### config.mk
export PLATFORM = sky130hd
export DESIGN_NAME = alu_seq
export DESIGN_NICKNAME = d
export VERILOG_FILES = /design/src/rtl/alu_seq_pkg.sv /design/src/rtl/alu_seq_mul.sv /design/src/rtl/alu_seq.sv
export SDC_FILE = /design/constraint.sdc
export NUM_CORES = 1
export LEC_CHECK = 0
export ABC_AREA = 0
export CORE_AREA = 3 3 61 74
export CTS_BUF_LIST = sky130_fd_sc_hd__clkbuf_4 sky130_fd_sc_hd__clkbuf_8
export DETAILED_ROUTE_END_ITERATION = 8
export DIE_AREA = 0 0 64 77
export PLACE_DENSITY = 0.82
export SYNTH_ARGS = -nofsm -noshare
export SYNTH_HDL_FRONTEND = slang
export SYNTH_HIERARCHICAL = 1
export SYNTH_SLANG_ARGS = --single-unit
### constraint.sdc
create_clock -name clk_i -period 1 [get_ports clk_i]
set_clock_uncertainty 0.05 [all_clocks]
set_input_delay 0.3 -clock clk_i [delete_from_list [all_inputs] [get_ports clk_i]]
set_output_delay 0.3 -clock clk_i [all_outputs]
set_load 0.005 [all_outputs]
### src/rtl/alu_seq_pkg.sv
// Shared constants for alu_seq: opcodes, FSM state encoding, default operand width.
// The iterative multiply opcode is only live when ALU_SEQ_MUL_EN is defined.
package alu_seq_pkg;

    localparam int DATA_W_DEF = 8;

    localparam logic [3:0] OP_ADD = 4'd0;
    localparam logic [3:0] OP_SUB = 4'd1;
    localparam logic [3:0] OP_AND = 4'd2;
    localparam logic [3:0] OP_OR  = 4'd3;
    localparam logic [3:0] OP_XOR = 4'd4;
    localparam logic [3:0] OP_NOT = 4'd5;
    localparam logic [3:0] OP_SHL = 4'd6;
    localparam logic [3:0] OP_SHR = 4'd7;
    localparam logic [3:0] OP_INC = 4'd8;
    localparam logic [3:0] OP_MUL = 4'd9;

    typedef enum logic [1:0] {
        ST_IDLE = 2'd0,
        ST_MUL  = 2'd1,
        ST_DONE = 2'd2
    } state_t;

endpackage

### src/rtl/alu_seq_mul.sv
// Shift-add multiplier, one multiplier bit per step; product_o already includes the current step.
// Latency DATA_W steps after load; no backpressure, steps only when step_i is high.
module alu_seq_mul #(
    parameter int DATA_W = 8
) (
    input  logic                  clk_i,
    input  logic                  rst_ni,
    input  logic                  load_i,
    input  logic [DATA_W-1:0]     a_i,
    input  logic [DATA_W-1:0]     b_i,
    input  logic                  step_i,
    output logic [2*DATA_W-1:0]   product_o,
    output logic                  last_o
);
    localparam int CNT_W = (DATA_W > 1) ? $clog2(DATA_W) : 1;

    logic [2*DATA_W-1:0] acc_q;
    logic [2*DATA_W-1:0] mcand_q;
    logic [DATA_W-1:0]   mplier_q;
    logic [CNT_W-1:0]    cnt_q;

    // Exposing the post-step sum lets the caller capture the final product on the last step edge.
    assign product_o = acc_q + (mplier_q[0] ? mcand_q : '0);
    assign last_o    = (cnt_q == CNT_W'(DATA_W - 1));

    always_ff @(posedge clk_i or negedge rst_ni) begin
        if (!rst_ni) begin
            acc_q    <= '0;
            mcand_q  <= '0;
            mplier_q <= '0;
            cnt_q    <= '0;
        end else if (load_i) begin
            acc_q    <= '0;
            mcand_q  <= {{DATA_W{1'b0}}, a_i};
            mplier_q <= b_i;
            cnt_q    <= '0;
        end else if (step_i) begin
            acc_q    <= product_o;
            mcand_q  <= mcand_q << 1;
            mplier_q <= mplier_q >> 1;
            cnt_q    <= cnt_q + CNT_W'(1);
        end
    end

endmodule

### src/rtl/alu_seq.sv
// Sequential ALU with start/busy/done handshake; flags_write_o = done_o & captured flags_en.
// Latency 1 for single-cycle ops, DATA_W+1 for MUL (ALU_SEQ_MUL_EN); start ignored while in MUL.
module alu_seq
    import alu_seq_pkg::*;
#(
    parameter int DATA_W = DATA_W_DEF
) (
    input  logic              clk_i,
    input  logic              rst_ni,
    input  logic              start_i,
    input  logic [3:0]        op_i,
    input  logic [DATA_W-1:0] a_i,
    input  logic [DATA_W-1:0] b_i,
    input  logic              flags_en_i,
    output logic              busy_o,
    output logic              done_o,
    output logic [DATA_W-1:0] result_o,
    output logic              carry_o,
    output logic              overflow_o,
    output logic              flags_write_o
);
    localparam int MSB = DATA_W - 1;

    state_t            state_q, state_d;
    logic [DATA_W-1:0] result_q;
    logic              carry_q, overflow_q, flags_en_q;
    logic              accept, is_mul;
    logic [DATA_W-1:0] alu_r;
    logic              alu_c, alu_v;
    logic [DATA_W:0]   sum;

    assign accept = start_i && (state_q == ST_IDLE || state_q == ST_DONE);

`ifdef ALU_SEQ_MUL_EN
    logic                mul_step, mul_last;
    logic [2*DATA_W-1:0] mul_prod;

    assign is_mul   = (op_i == OP_MUL);
    assign mul_step = (state_q == ST_MUL);

    alu_seq_mul #(.DATA_W(DATA_W)) u_mul (
        .clk_i     (clk_i),
        .rst_ni    (rst_ni),
        .load_i    (accept && is_mul),
        .a_i       (a_i),
        .b_i       (b_i),
        .step_i    (mul_step),
        .product_o (mul_prod),
        .last_o    (mul_last)
    );
`else
    assign is_mul = 1'b0;
`endif

    always_comb begin
        alu_r = '0;
        alu_c = 1'b0;
        alu_v = 1'b0;
        sum   = '0;
        case (op_i)
            OP_ADD: begin
                sum   = {1'b0, a_i} + {1'b0, b_i};
                alu_r = sum[DATA_W-1:0];
                alu_c = sum[DATA_W];
                alu_v = (a_i[MSB] == b_i[MSB]) && (alu_r[MSB] != a_i[MSB]);
            end
            OP_SUB: begin
                alu_r = a_i - b_i;
                alu_c = (a_i < b_i);
                alu_v = (a_i[MSB] != b_i[MSB]) && (alu_r[MSB] != a_i[MSB]);
            end
            OP_AND: alu_r = a_i & b_i;
            OP_OR:  alu_r = a_i | b_i;
            OP_XOR: alu_r = a_i ^ b_i;
            OP_NOT: alu_r = ~a_i;
            OP_SHL: begin
                alu_r = a_i << 1;
                alu_c = a_i[MSB];
            end
            OP_SHR: begin
                alu_r = a_i >> 1;
                alu_c = a_i[0];
            end
            OP_INC: begin
                sum   = {1'b0, a_i} + {{DATA_W{1'b0}}, 1'b1};
                alu_r = sum[DATA_W-1:0];
                alu_c = sum[DATA_W];
                alu_v = (a_i == {1'b0, {(DATA_W-1){1'b1}}});
            end
            default: ;
        endcase
    end

    always_ff @(posedge clk_i or negedge rst_ni) begin
        if (!rst_ni) begin
            state_q <= ST_IDLE;
        end else begin
            state_q <= state_d;
        end
    end

    always_comb begin
        state_d = state_q;
        case (state_q)
            ST_IDLE, ST_DONE: begin
                if (accept) begin
                    state_d = is_mul ? ST_MUL : ST_DONE;
                end else begin
                    state_d = ST_IDLE;
                end
            end
`ifdef ALU_SEQ_MUL_EN
            ST_MUL: if (mul_last) state_d = ST_DONE;
`endif
            default: state_d = ST_IDLE;
        endcase
    end

    always_comb begin
        busy_o        = (state_q == ST_MUL);
        done_o        = (state_q == ST_DONE);
        flags_write_o = (state_q == ST_DONE) && flags_en_q;
    end

    // MUL keeps the previous result visible until its own DONE cycle.
    always_ff @(posedge clk_i or negedge rst_ni) begin
        if (!rst_ni) begin
            result_q   <= '0;
            carry_q    <= 1'b0;
            overflow_q <= 1'b0;
            flags_en_q <= 1'b0;
        end else begin
            if (accept) begin
                flags_en_q <= flags_en_i;
            end
            if (accept && !is_mul) begin
                result_q   <= alu_r;
                carry_q    <= alu_c;
                overflow_q <= alu_v;
            end
`ifdef ALU_SEQ_MUL_EN
            else if (mul_step && mul_last) begin
                result_q   <= mul_prod[DATA_W-1:0];
                carry_q    <= |mul_prod[2*DATA_W-1:DATA_W];
                overflow_q <= 1'b0;
            end
`endif
        end
    end

    assign result_o   = result_q;
    assign carry_o    = carry_q;
    assign overflow_o = overflow_q;

endmodule

==> results of run 1 <==
metrics by stage:
stage | util | worst slack, ns | cell area, sq um | instances
detailed placement | 0.8416 | -1.985 | 3291 | 445
global placement | 0.8416 | -1.952 | 3291 | 445
floorplan | - | -1.103 | 2270 | 274
logic make-up after synthesis:
group           count (synthesis)
simple gates                   66
mux                             9
flops                          12
compound gates                 97
buf+inv                        53
fa+ha+maj                      27
xor+xnor                        9
other cells                     1
synth_stat cells, types with 6 or more instances:
cell type   n
a211oi_1    8
a21oi_1    20
buf_2       8
dfrtp_1    12
ha_1       25
inv_1      37
mux2i_1     6
nand2_1    13
nand3_1     7
nor2_1     14
o21ai_0    16
o221ai_1    6
o22ai_1    10
xnor2_1     8
==> results.ini, run 1 <==
[synthesis]
synth_nets=325
avgSynthCellArea_sq_um=7.589
ys_seq_elements=12
synthMuxAreaShare=0.05054
synth_area_sq_um=2079
synthAdderAreaFrac=0.1697
syn_inst=274
synth_top_family_by_area=compound AO/OA/AOI/OAI gates
synth_seq_area_share=0.1444
synth_compound_area_frac=0.3165
synthTopCellsByArea=ha_1 (15%), dfrtp_1 (14%), inv_1 (6.7%), a21oi_1 (4.8%), o21ai_0 (3.9%)
synth_edf_count=0
ys_types=61
synth-simple-area-share=0.1739
yosys_warnings=6
ys.flop_type=dfrtp_1
ys_async_sr_fraction=1.000
synth_top_area_frac=0.1504
yosys.area.top_type=ha_1
synth_xor_area_frac=0.03791

[floorplan]
start_util=0.5318
row_count=25
die_h_microns=77
io_pins=37
fp.dieW_microns=64

[placed_design]
hpwl_microns=6614
io_buffers=35
gp_congestion=0.9523

[clock_network]
ctsHoldBuffers=0
post_cts_buffers=26
cts_resized=243
clock_sinks=12
cts_buffers=3
cts_buffer_depth=2
root_buffer=clkbuf_8
htree_levels=1

[outcome]
tool.error=[ERROR DPL-0038] Utilization greater than 100%, impossible to legalize
lastStage=clock tree synthesis
status=aborted with a tool error

==> run 2, diff against run 1 <==
Settings changed: CORE_AREA 3 3 61 74 to 3 3 77 79, CTS_BUF_LIST sky130_fd_sc_hd__clkbuf_4 sky130_fd_sc_hd__clkbuf_8 to default, DIE_AREA 0 0 64 77 to 0 0 80 82, PLACE_DENSITY 0.82 to default, PLACE_DENSITY_LB_ADDON from default to 0.15.
==> results.ini, run 2 <==
[synthesis]
yosys_warnings=6  ; unchanged
ys_seq_elements=12  ; unchanged
syn_inst=274  ; unchanged
synth_area_sq_um=2079  ; unchanged
synth_edf_count=0  ; unchanged
synth_nets=325  ; unchanged
ys_async_sr_fraction=1.000  ; unchanged
synth_seq_area_share=0.1444  ; unchanged
synth_most_common_cell=inv_1
ys_types=61  ; unchanged
ys.flop_type=dfrtp_1
ys_top_cells_by_count=inv_1 (37), ha_1 (25), a21oi_1 (20)
avgSynthCellArea_sq_um=7.589  ; unchanged
yosys.area.top_type=ha_1
synthTopCellsByArea=ha_1 (15%), dfrtp_1 (14%), inv_1 (6.7%), a21oi_1 (4.8%), o21ai_0 (3.9%)
synth_top_area_frac=0.1504  ; unchanged

[pwr]
power_density_nw_per_um2=760.7
leakage_nw=1.893
ir_drop_uv=654.2

[placed_design]
io_buffers=35  ; unchanged
hpwl_microns=6236  ; -5.7%
gp_congestion=0.9334  ; -2.0%
placed_cell_area_sq_um=3336  ; +1.4%
place_inst=466  ; +4.7%

[clock_network]
root_buffer=clkbuf_8
clock_sinks=12  ; unchanged
cts_tree=built
cts_buffer_depth=2  ; unchanged
cts_buffers=3  ; unchanged
insertion_delay_ns=0.24
clk_pin_slew_ns=0.05
htree_levels=1  ; unchanged

[routing]
dr.pass1.iters=6
drtIter0Drc=367
post-route-drc-count=0
wirelength_microns=9856
ant_nets=0
avgViaCountPerCell=5.917
post_drt_wl_per_cell_microns=19.36
via_count=3012

[sta]
finalSetupTns_ns=-10.99
fmax_mhz=433.5
fin_crit_sh=2.307
drv_slew=0
rsz0062_at_grt=true
finalHoldViolations=0
min_period_ns=2.307
layout_setup_ws_ns=-1.307
setup-violations-final=22

[setup_path]
end_kind=flip-flop
worstPathArrival_ns=2.38
critPathMaxStageDelay_ns=0.39
critPathSlowestCell=fa_2
cp_max_fo=2
worstPathCellList=buf_8 -> buf_12 -> inv_12 -> ha_4 -> fa_2 -> o21bai_4 -> a21oi_2 -> o31a_1 -> mux2i_1 -> a2111oi_2 -> buf_4 -> o22ai_2
cp.required_ns=1.08
crit_type=in -> reg
critPathLaunchType=input port

[grt]
grt-ovfl-total=0
antenna_found_initial=0
grt_pass1_vias=2679
grt_pass1_wl_microns=13490
grt_max_degree=16
grtUsageTotal=0.2598

[floorplan]
die_h_microns=82  ; +6.5%
die_area_sq_um=6560
core_area_sq_um=5405
start_util=0.3847  ; -0.1471
row_count=27  ; +8.0%
fp.dieW_microns=80  ; +25%
io_pins=37  ; unchanged

[finish]
final_cell_mix=buf_4 (115), inv_1 (20), buf_6 (18)
nNetsFinal=489
largest_reg_flops=8
diodes=0
drive_above_1_share=0.5973
final_common_cell=buf_4
syn_to_final_growth_pct=100.3
fin_cells=509
final_area_sq_um=4165

[run]
maxCapViolations=0

[outcome]
violations=setup timing
status=finished with violations

[min_path]
hp-class=in -> async

-- run 2: cell counts after synthesis --
Identical to the previous run, type by type.
-- run 2: kinds of logic (layout without fill, tap and decap cells) --
family | after synthesis | after routing | synth area share
xor gates and xnor gates | 9 | 9 | 0.03791
DFF | 12 | 12 | 0.1444
muxes | 9 | 9 | 0.05054
buffers and inverters | 53 | 216 | 0.1053
AOI/OAI and AO/OA | 97 | 97 | 0.3165
other | 1 | 1 | 0.001803
and+or+nand+nor | 66 | 66 | 0.1739
adders and majority gates | 27 | 27 | 0.1697
-- run 2: final timing paths --
kind                                   startpoint                       to  slack (ns)  cells past startpoint
setup / recovery                           a_i[0]  result_o[6]$_DFFE_PN0P_       -1.31                     12
hold reg to reg            flags_en_q$_DFFE_PN0P_   flags_en_q$_DFFE_PN0P_        0.46                      1
min in group clk_i         flags_en_q$_DFFE_PN0P_   flags_en_q$_DFFE_PN0P_        0.46                      1
setup reg to reg           overflow_o$_DFFE_PN0P_   overflow_o$_DFFE_PN0P_        0.04                      4
hold / removal                             rst_ni  result_o[1]$_DFFE_PN0P_        0.33                      2
max in group asynchronous                  rst_ni      carry_o$_DFFE_PN0P_        0.46                      2
-- run 2: worst max-delay path, delay by kind of cell --
kind            cells  cell delay (ns)
compound gates      5             0.98
fa+ha+maj           2             0.54
buf+inv             4             0.39
mux                 1             0.16
-- run 2: what timing repair did --
action	4_1_cts	5_1_grt
pin swaps	31	43
cloned	1	0
buffers inserted	13	30
hold buffers	0	0
resized for setup	166	66
setup endpoints to repair	23	22
-- run 2: metrics by stage --
stage            util  setup slack [ns]  power (mW)  hold WS (ns)
2_1_floorplan       -            -1.103       1.288      -0.04559
3_3_place_gp   0.6171            -2.001       1.987        0.4367
3_5_place_dp   0.6171            -2.048       2.006        0.4499
4_1_cts        0.7039            -1.275       2.794        0.3348
5_1_grt        0.7706            -1.403       3.300        0.3487
6_report       0.7706            -1.307       3.168        0.3309
-- run 2: routing by layer --
metal | routed length [microns] | part of all wire | up-vias | track usage
li1 | - | - | 1328 | -
met1 | 3899 | 0.40 | 1415 | 0.3261
met2 | 4620 | 0.47 | 208 | 0.4536
met3 | 738 | 0.075 | 61 | 0.02741
met4 | 597 | 0.061 | 0 | 0.1047
met5 | 0 | 0 | - | 0
-- run 2: cell type report --
cell class                      count  area [sq um]
Clock buffer                        4         55.05
Fill cell                         367          1240
Inverter                           37         162.7
Multi-Input combinational cell    209          2091
Sequential cell                    12         300.3
Tap cell                           72         90.09
Timing Repair Buffer              175          1466
-- run 2: power breakdown --
part	internal (mW)	total (mW)	switching, mW
Combinational	1.09	2.09	1.00
Clock	0.348	0.528	0.180
Sequential	0.531	0.549	0.0184
Total	1.97	3.17	1.20
No activity file was read; power rests on OpenSTA's default activity.
==> run 3, diff against run 2 <==
Settings changed: CAP_MARGIN from default to 20.
==> results of run 3 <==
The final DEF is identical to that of run 2; final timing and power are the same.
